$ cat src/rtl/mem_arb_pkg.sv
// Shared types for the instruction/data memory port arbiter.
// States, owner tags and the "no write" byte-enable constant.
package mem_arb_pkg;

    typedef enum logic [1:0] {
        IDLE,
        WAIT,
        DONE
    } state_t;

    typedef enum logic {
        OWN_IF,
        OWN_D
    } owner_t;

    localparam logic [3:0] WR_NONE = 4'b0000;

endpackage

$ cat src/rtl/mem_port_arbiter.sv
// Single-port RAM arbiter between fetch and data stages; data wins ties.
// Optional fetch starvation guard: MEM_PORT_ARBITER_STARVE_GUARD_EN.
module mem_port_arbiter
    import mem_arb_pkg::*;
#(
    parameter int MEM_LAT    = 2,
    parameter int STARVE_MAX = 4
) (
    input  logic        clk,
    input  logic        rst,
    input  logic        if_req,
    input  logic [31:0] if_addr,
    output logic [31:0] if_rdata,
    output logic        if_ack,
    input  logic        d_req,
    input  logic [31:0] d_addr,
    input  logic [3:0]  d_wr,
    input  logic [31:0] d_wdata,
    output logic [31:0] d_rdata,
    output logic        d_ack,
    output logic        mem_en,
    output logic [31:0] mem_addr,
    output logic [3:0]  mem_wr,
    output logic [31:0] mem_wdata,
    input  logic [31:0] mem_rdata,
    output logic        busy
);

    localparam logic [2:0] LAT = 3'(MEM_LAT);

    state_t      state, nxt_state;
    owner_t      owner, nxt_owner;
    logic [2:0]  cnt, nxt_cnt;
    logic        nxt_mem_en;
    logic [31:0] nxt_mem_addr;
    logic [3:0]  nxt_mem_wr;
    logic [31:0] nxt_mem_wdata;
    logic [31:0] nxt_if_rdata;
    logic [31:0] nxt_d_rdata;
    logic        nxt_if_ack;
    logic        nxt_d_ack;
    logic        pick_d;

`ifdef MEM_PORT_ARBITER_STARVE_GUARD_EN
    localparam logic [7:0] SMAX = 8'(STARVE_MAX);

    logic [7:0] starve_cnt, nxt_starve_cnt;
    logic       force_if;

    // Fetch is forced once data has won SMAX grants in a row over it.
    always_comb begin
        force_if = if_req && d_req && (starve_cnt == SMAX);
        pick_d   = d_req && !force_if;
    end
`else
    logic unused_starve_max;

    assign unused_starve_max = |STARVE_MAX;

    // Fixed priority: data always wins.
    always_comb begin
        pick_d = d_req;
    end
`endif

    assign busy = (state != IDLE);

    // Next-state and next-register values for the access sequencer.
    always_comb begin
        nxt_state     = state;
        nxt_owner     = owner;
        nxt_cnt       = cnt;
        nxt_mem_en    = mem_en;
        nxt_mem_addr  = mem_addr;
        nxt_mem_wr    = mem_wr;
        nxt_mem_wdata = mem_wdata;
        nxt_if_rdata  = if_rdata;
        nxt_d_rdata   = d_rdata;
        nxt_if_ack    = if_ack;
        nxt_d_ack     = d_ack;
`ifdef MEM_PORT_ARBITER_STARVE_GUARD_EN
        nxt_starve_cnt = starve_cnt;
`endif
        unique case (state)
            IDLE: begin
                if (d_req || if_req) begin
                    nxt_state  = WAIT;
                    nxt_mem_en = 1'b1;
                    nxt_cnt    = LAT;
                    if (pick_d) begin
                        nxt_owner     = OWN_D;
                        nxt_mem_addr  = d_addr;
                        nxt_mem_wr    = d_wr;
                        nxt_mem_wdata = d_wdata;
`ifdef MEM_PORT_ARBITER_STARVE_GUARD_EN
                        nxt_starve_cnt = if_req ? starve_cnt + 8'd1 : 8'd0;
`endif
                    end else begin
                        nxt_owner    = OWN_IF;
                        nxt_mem_addr = if_addr;
                        nxt_mem_wr   = WR_NONE;
`ifdef MEM_PORT_ARBITER_STARVE_GUARD_EN
                        nxt_starve_cnt = 8'd0;
`endif
                    end
                end
            end
            WAIT: begin
                nxt_mem_en = 1'b0;
                if (cnt == 3'd0) begin
                    nxt_state = DONE;
                    if (owner == OWN_D) begin
                        nxt_d_ack = 1'b1;
                        if (mem_wr == WR_NONE) begin
                            nxt_d_rdata = mem_rdata;
                        end
                    end else begin
                        nxt_if_ack   = 1'b1;
                        nxt_if_rdata = mem_rdata;
                    end
                end else begin
                    nxt_cnt = cnt - 3'd1;
                end
            end
            DONE: begin
                nxt_if_ack = 1'b0;
                nxt_d_ack  = 1'b0;
                nxt_state  = IDLE;
            end
            default: begin
                nxt_state = IDLE;
            end
        endcase
    end

    // Register bank; reset abandons any in-flight access without an ack.
    always_ff @(posedge clk or posedge rst) begin
        if (rst) begin
            state     <= IDLE;
            owner     <= OWN_IF;
            cnt       <= 3'd0;
            mem_en    <= 1'b0;
            mem_addr  <= 32'd0;
            mem_wr    <= WR_NONE;
            mem_wdata <= 32'd0;
            if_rdata  <= 32'd0;
            d_rdata   <= 32'd0;
            if_ack    <= 1'b0;
            d_ack     <= 1'b0;
`ifdef MEM_PORT_ARBITER_STARVE_GUARD_EN
            starve_cnt <= 8'd0;
`endif
        end else begin
            state     <= nxt_state;
            owner     <= nxt_owner;
            cnt       <= nxt_cnt;
            mem_en    <= nxt_mem_en;
            mem_addr  <= nxt_mem_addr;
            mem_wr    <= nxt_mem_wr;
            mem_wdata <= nxt_mem_wdata;
            if_rdata  <= nxt_if_rdata;
            d_rdata   <= nxt_d_rdata;
            if_ack    <= nxt_if_ack;
            d_ack     <= nxt_d_ack;
`ifdef MEM_PORT_ARBITER_STARVE_GUARD_EN
            starve_cnt <= nxt_starve_cnt;
`endif
        end
    end

endmodule
$ cat config.mk
export PLATFORM = sky130hd
export DESIGN_NAME = mem_port_arbiter
export DESIGN_NICKNAME = d
export VERILOG_FILES = /design/src/rtl/mem_arb_pkg.sv /design/src/rtl/mem_port_arbiter.sv
export SDC_FILE = /design/constraint.sdc
export NUM_CORES = 1
export LEC_CHECK = 0
export BUFFER_PORTS_ARGS = -buffer_cell sky130_fd_sc_hd__buf_2
export CAP_MARGIN = 20
export CORE_MARGIN = 1
export CORE_UTILIZATION = 50
export DETAILED_ROUTE_END_ITERATION = 12
export GPL_TIMING_DRIVEN = 0
export PLACE_DENSITY_LB_ADDON = 0.15
export SYNTH_ARGS = -nofsm -noshare
export SYNTH_HDL_FRONTEND = slang
export SYNTH_SLANG_ARGS = --single-unit
$ cat constraint.sdc
create_clock -name clk -period 7.59 [get_ports clk]
set_clock_uncertainty 0.1 [all_clocks]
set_input_delay 1.518 -clock clk [delete_from_list [all_inputs] [get_ports clk]]
set_output_delay 1.518 -clock clk [all_outputs]
set_load 0.02 [all_outputs]
# ---- Word level (Yosys, flattened, before mapping)
# Cells that the tools add are included.
dict set report totals {
  regBits 141
  latch_bits 0
  ramBits 0
  rom_bits 0
  output_inout_bits 136
  word_cells 53
  n_memories 0
}
dict set report classes {
  addsub 1
  n_mul 0
  div 0
  order_cmp 0
  eq_ne 7
  shift 0
  mux 17
  n_bitwise 1
  n_reduce_logical 16
}
# op count
set op_table {}
lappend op_table {{$mux W32} 1}
lappend op_table {{$reduce_and A3 Y1} 5}
lappend op_table {{$ne A2 B2 Y1 const B} 5}
lappend op_table {{$mux W1} 6}
lappend op_table {{$mux W3} 2}
lappend op_table {{$pmux W1 S2} 3}
lappend op_table {{$pmux W3 S2} 1}
lappend op_table {{$reduce_and A2 Y1} 3}
lappend op_table {{$reduce_bool A2 Y1} 3}
lappend op_table {{$logic_not A4 Y1} 1}
lappend op_table {{$mux W2} 2}
lappend op_table {{$mux W4} 1}
lappend op_table {{$pmux W2 S2} 1}
lappend op_table {{$reduce_and A4 Y1} 1}
lappend op_table {{$logic_not A3 Y1} 1}
lappend op_table {{$sub A3 B1 Y3 const B} 1}
lappend op_table {{$eq A2 B1 Y1 const B} 1}
lappend op_table {{$eq A2 B2 Y1 const B} 1}
lappend op_table {{$logic_not A2 Y1} 1}
lappend op_table {{$logic_or A1 B1 Y1} 1}
lappend op_table {{$not A1 Y1} 1}

# ---- Depth between registers and ports, before layout
dict set report depth {
  ltp_word 3
  depth_mapped 7
}

# ---- Worst setup path before layout
# Ideal clock, no wire load.
dict set report synth_path {
  path_kind {input to register}
  start {input port d_req}
  end {register mem_wdata[0]}
  setup_time_ns 0.125
  t_arrival_ns 2.466
  required_ns 7.365
  path_slack_ns 4.899
  stages 5
  path_buffers 2
  cell_sequence {buf_2 > inv_1 > nor2_8 > buf_4 > mux2_2}
}
dict set report synth_between {
  elab_chain_len 2
}
# element line
set synth_lines {}
lappend synth_lines {{start: declaration} mem_port_arbiter.sv:15} ;# input logic d_req,
lappend synth_lines {{$logic_or A1 B1 Y1} mem_port_arbiter.sv:86} ;# if (d_req || if_req) begin
lappend synth_lines {{$reduce_and A3 Y1 (no line) *} --}
lappend synth_lines {{end signal: assignment} mem_port_arbiter.sv:160} ;# mem_wdata <= nxt_mem_wdata;
lappend synth_lines {{end: declaration} mem_port_arbiter.sv:24} ;# output logic [31:0] mem_wdata,
# Every way passes the cells marked *; elsewhere a longest branch is shown, timed or not.
# A chain may end at the register's enable or synchronous reset.

# ---- Final worst setup path
dict set report layout_path {
  start {register state[0]}
  end {output port busy}
}
dict set report layout_between {
  elab_chain_len 1
}
# element line
set layout_lines {}
lappend layout_lines {{start: declaration} mem_port_arbiter.sv:31} ;# state_t state, nxt_state;
lappend layout_lines {{start signal: assignment} mem_port_arbiter.sv:154} ;# state <= nxt_state;
lappend layout_lines {{$reduce_bool A2 Y1} mem_port_arbiter.sv:66} ;# assign busy = (state != IDLE);
lappend layout_lines {{end: declaration} mem_port_arbiter.sv:26} ;# output logic busy
# No other way between the ends.

==> reports/qor.csv <==
stage,metric,value,unit
synth,Post-Syn Area,5900,µm²
placed_design,Final Wtd Congestion,0.772,
worst_setup_path,CP arrival,1720,ps
floorplan,Die Area,12200,µm²
worst_setup_path,worst reg2reg path depth,7,
synth,post-synth cell types,31,
power,Leak,4.12,nW
power,Int Pwr,2.43,mW
power,Flop pwr share,0.342,
sta,Worst-Margin Slew,702,ps
worst_setup_path,critical path class,reg2out,
worst_setup_path,Reg2Reg Setup Slack,5650,ps
floorplan,core area,11500,µm²
power,combinational share of power,0.428,
sta,final hold vios,0,
worst_setup_path,CP Capture Type,output pin,
grt,GRT overflow,0,
routing,DR vias,4284,
min_path,Hold EP,mem_en$_DFFE_PP0P_,
floorplan,# IOs,272,
sta,Tmin final,3340,ps
grt,vias in the first global route,4578,
run,max-cap violations,0,
finish,layout cells sized above 1,0.625,
floorplan,Initial Utilization,0.514,
finish,multi-input logic area,2150,µm²
clock_network,maximum level of the CTS H-tree,4,
synth,synth warn,0,
clock_network,post-cts sizing count,0,
routing,antenna-violating nets left,0,
sta,relative slew slack,0.532,
clock_network,"Hold-fix buffers, CTS",0,
clock_network,CTS buffer count,17,
sta,setup tns final,0,ps
power,NetSw,1.44,mW
power,Power Density,479,nW/µm²
finish,fin nets,824,
power,VDD IR-drop max,0.000280,V
clock_network,root buffer cell,clkbuf_16,
worst_setup_path,WP data required,5970,ps
worst_setup_path,RR Startpoint,cnt[1]$_DFFE_PP0P_,
synth,async set or reset register ratio after synthesis,1.00,
synth,"EDFF count, synth",0,
min_path,Hold Crit Class,reg2reg,
min_path,hold path startpoint,mem_en$_DFFE_PP0P_,
routing,drt via density,5.09,
routing,initial DRC count,238,
clock_network,Post-CTS Setup Bufs,0,
placed_design,hpwl dp,10500,µm
status,outcome,finished clean,
clock_network,CTS tree,yes,
routing,first drt pass iteration count,4,
routing,DR DRC count,0,
power,clock power share,0.229,
min_path,worst hold path depth,2,
sta,fmax,0.300,GHz
synth,"flops & latches, synth",141,
grt,largest net degree at the start of global routing,85,
synth,"Avg Cell Area, Syn",14.9,µm²
worst_setup_path,critical path launch point type,flip-flop,
sta,final setup vio count,0,
finish,number of fill cells in the layout,848,
sta,unrepaired setup endpoints after global routing,no,
sta,"Slew Viols, Final",0,
clock_network,Clock Path Buffers,2,
power,Switching Fraction,0.373,
floorplan,Die Y,111,µm
finish,final instance area,8100,µm²
placed_design,# port buffers,270,
floorplan,Rows,39,
routing,average wire per standard cell,17.1,µm
clock_network,Skew-Pair Late Insertion Delay,410,ps
sta,part of the cycle the worst path needs,0.440,
worst_setup_path,Critical R2R Capture,if_rdata[4]$_DFFE_PP0P_,
placed_design,placed cell areas,7460,µm²
synth,Mapped Nets,534,
finish,Reg area,3530,µm²
finish,area delta synth->final,37.3,%
clock_network,clk sinks,141,
grt,GRT Util Overall,0.247,
power,Total Power,3.88,mW
synth,"Primary FF master, synth",dfrtp_1,
grt,first-pass GRT wire length,23500,µm
synth,post-synthesis instance total,396,
synth,sequential share of the synthesized area,0.598,
floorplan,Die Wd,111,µm
finish,Ant. Diodes,0,
worst_setup_path,CP max FO,10,
grt,antenna violations before repair,0,
routing,Routed WL,14400,µm
clock_network,Clock Pin Slew Worst Setup and Hold Paths,50,ps
## worst max-delay path by stage
stage                               from                 endpoint  slack, ps
floorplan                            rst       cnt[0]$_DFFE_PP0P_       2190
finish              state[0]$_DFFE_PP0P_                     busy       4250
CTS                 state[0]$_DFFE_PP0P_                     busy       4260
detailed placement                 d_req  mem_addr[2]$_DFFE_PP0P_       4660
global placement                     rst  d_rdata[24]$_DFFE_PP0P_        820
global route        state[0]$_DFFE_PP0P_                     busy       4120
## cells by family (layout without fill, tap and decap cells)
logic type               Yosys count  after routing  synth area share
adder cells (fa/ha/maj)            2              2           0.00424
multiplexers                     129            129             0.258
buffers and inverters             31            333            0.0369
AND/OR/NAND/NOR                   17             17            0.0219
flip-flops                       141            141             0.598
AO/OA/AOI/OAI                     76             76            0.0810
## power by group through the flow
| stage | registers (mW) | logic [mW] | clock network (mW) |
|---|---|---|---|
| 6_report | 1.33 | 1.66 | 0.888 |
| 5_1_grt | 1.38 | 1.76 | 0.928 |
| 4_1_cts | 1.33 | 1.68 | 0.897 |
| 3_5_place_dp | 1.33 | 1.67 | 0 |
| 3_3_place_gp | 1.31 | 1.63 | 0 |
| 2_1_floorplan | 1.77 | 0.653 | 0 |
## metrics by stage
stage                      util  std cells  hold slack (ps)  setup WS (ps)
after floorplan               -        396              403           2190
after global placement    0.648        809              358            819
after detailed placement  0.651        810              369           4660
after CTS                 0.706        841              381           4260
after global routing      0.706        841              400           4120
final                     0.706        841              380           4250
## state kept, by name, summed over array words and instances (netlist names)
name	flops
mem_wdata	32
if_ack	1
mem_en	1
owner	1
mem_wr	4
d_ack	1
state	2
if_rdata	32
cnt	3
mem_addr	32
d_rdata	32
## metal layers
metal | GRT usage | share of wire | vias up
li1 | - | - | 1994
met1 | 0.305 | 0.42 | 2088
met2 | 0.413 | 0.50 | 174
met3 | 0.0620 | 0.049 | 28
met4 | 0.108 | 0.028 | 0
met5 | 0 | 0 | -
## placed cells by master, fill, tap and decap left out, drive strengths merged
cell / n
or2b: 1
a21o: 2
mux2: 96
mux2i: 33
dfrtp: 141
nor2b: 2
o21ai: 67
or3: 1
inv: 6
buf: 288
ha: 2
and4bb: 1
nand3: 1
clkbuf: 33
nor3: 1
nor2: 3
nand2: 2
a21oi: 1
or2: 2
nor3b: 1
nand2b: 1
a211oi: 1
nor4: 1
bufinv: 4
clkinv: 2
a22o: 5
## worst max-delay path, stage by stage (launching register included)
cell and delay (ps):
dfrtp_1 420, or2_1 140, buf_6 140, clkbuf_1 360, buf_2 250
## area by class of cell
type,instances,area share
clock inverters,6,0.0161
multi-input cells,224,0.266
flip-flops and latches,141,0.436
well taps,143,0.0221
repair buffers,271,0.170
inverters,6,0.00340
clock buffers,25,0.0624
plain buffers,25,0.0241
## cell usage after synthesis, types with 2 or more instances
| master | number | share of area |
|---|---|---|
| clkbuf_1 | 8 | 0.0051 |
| o21ai_0 | 48 | 0.041 |
| nand2_1 | 2 | 0.0013 |
| inv_1 | 6 | 0.0038 |
| mux2_2 | 67 | 0.13 |
| buf_4 | 3 | 0.0038 |
| or2_1 | 2 | 0.0021 |
| a22o_1 | 5 | 0.0074 |
| dfrtp_1 | 141 | 0.60 |
| nor2_1 | 2 | 0.0013 |
| buf_2 | 3 | 0.0025 |
| o21ai_2 | 19 | 0.028 |
| ha_1 | 2 | 0.0042 |
| mux2_4 | 29 | 0.074 |
| mux2i_1 | 33 | 0.056 |
| buf_6 | 10 | 0.019 |
| a21o_1 | 2 | 0.0025 |
(Power assumes the default switching activity.)
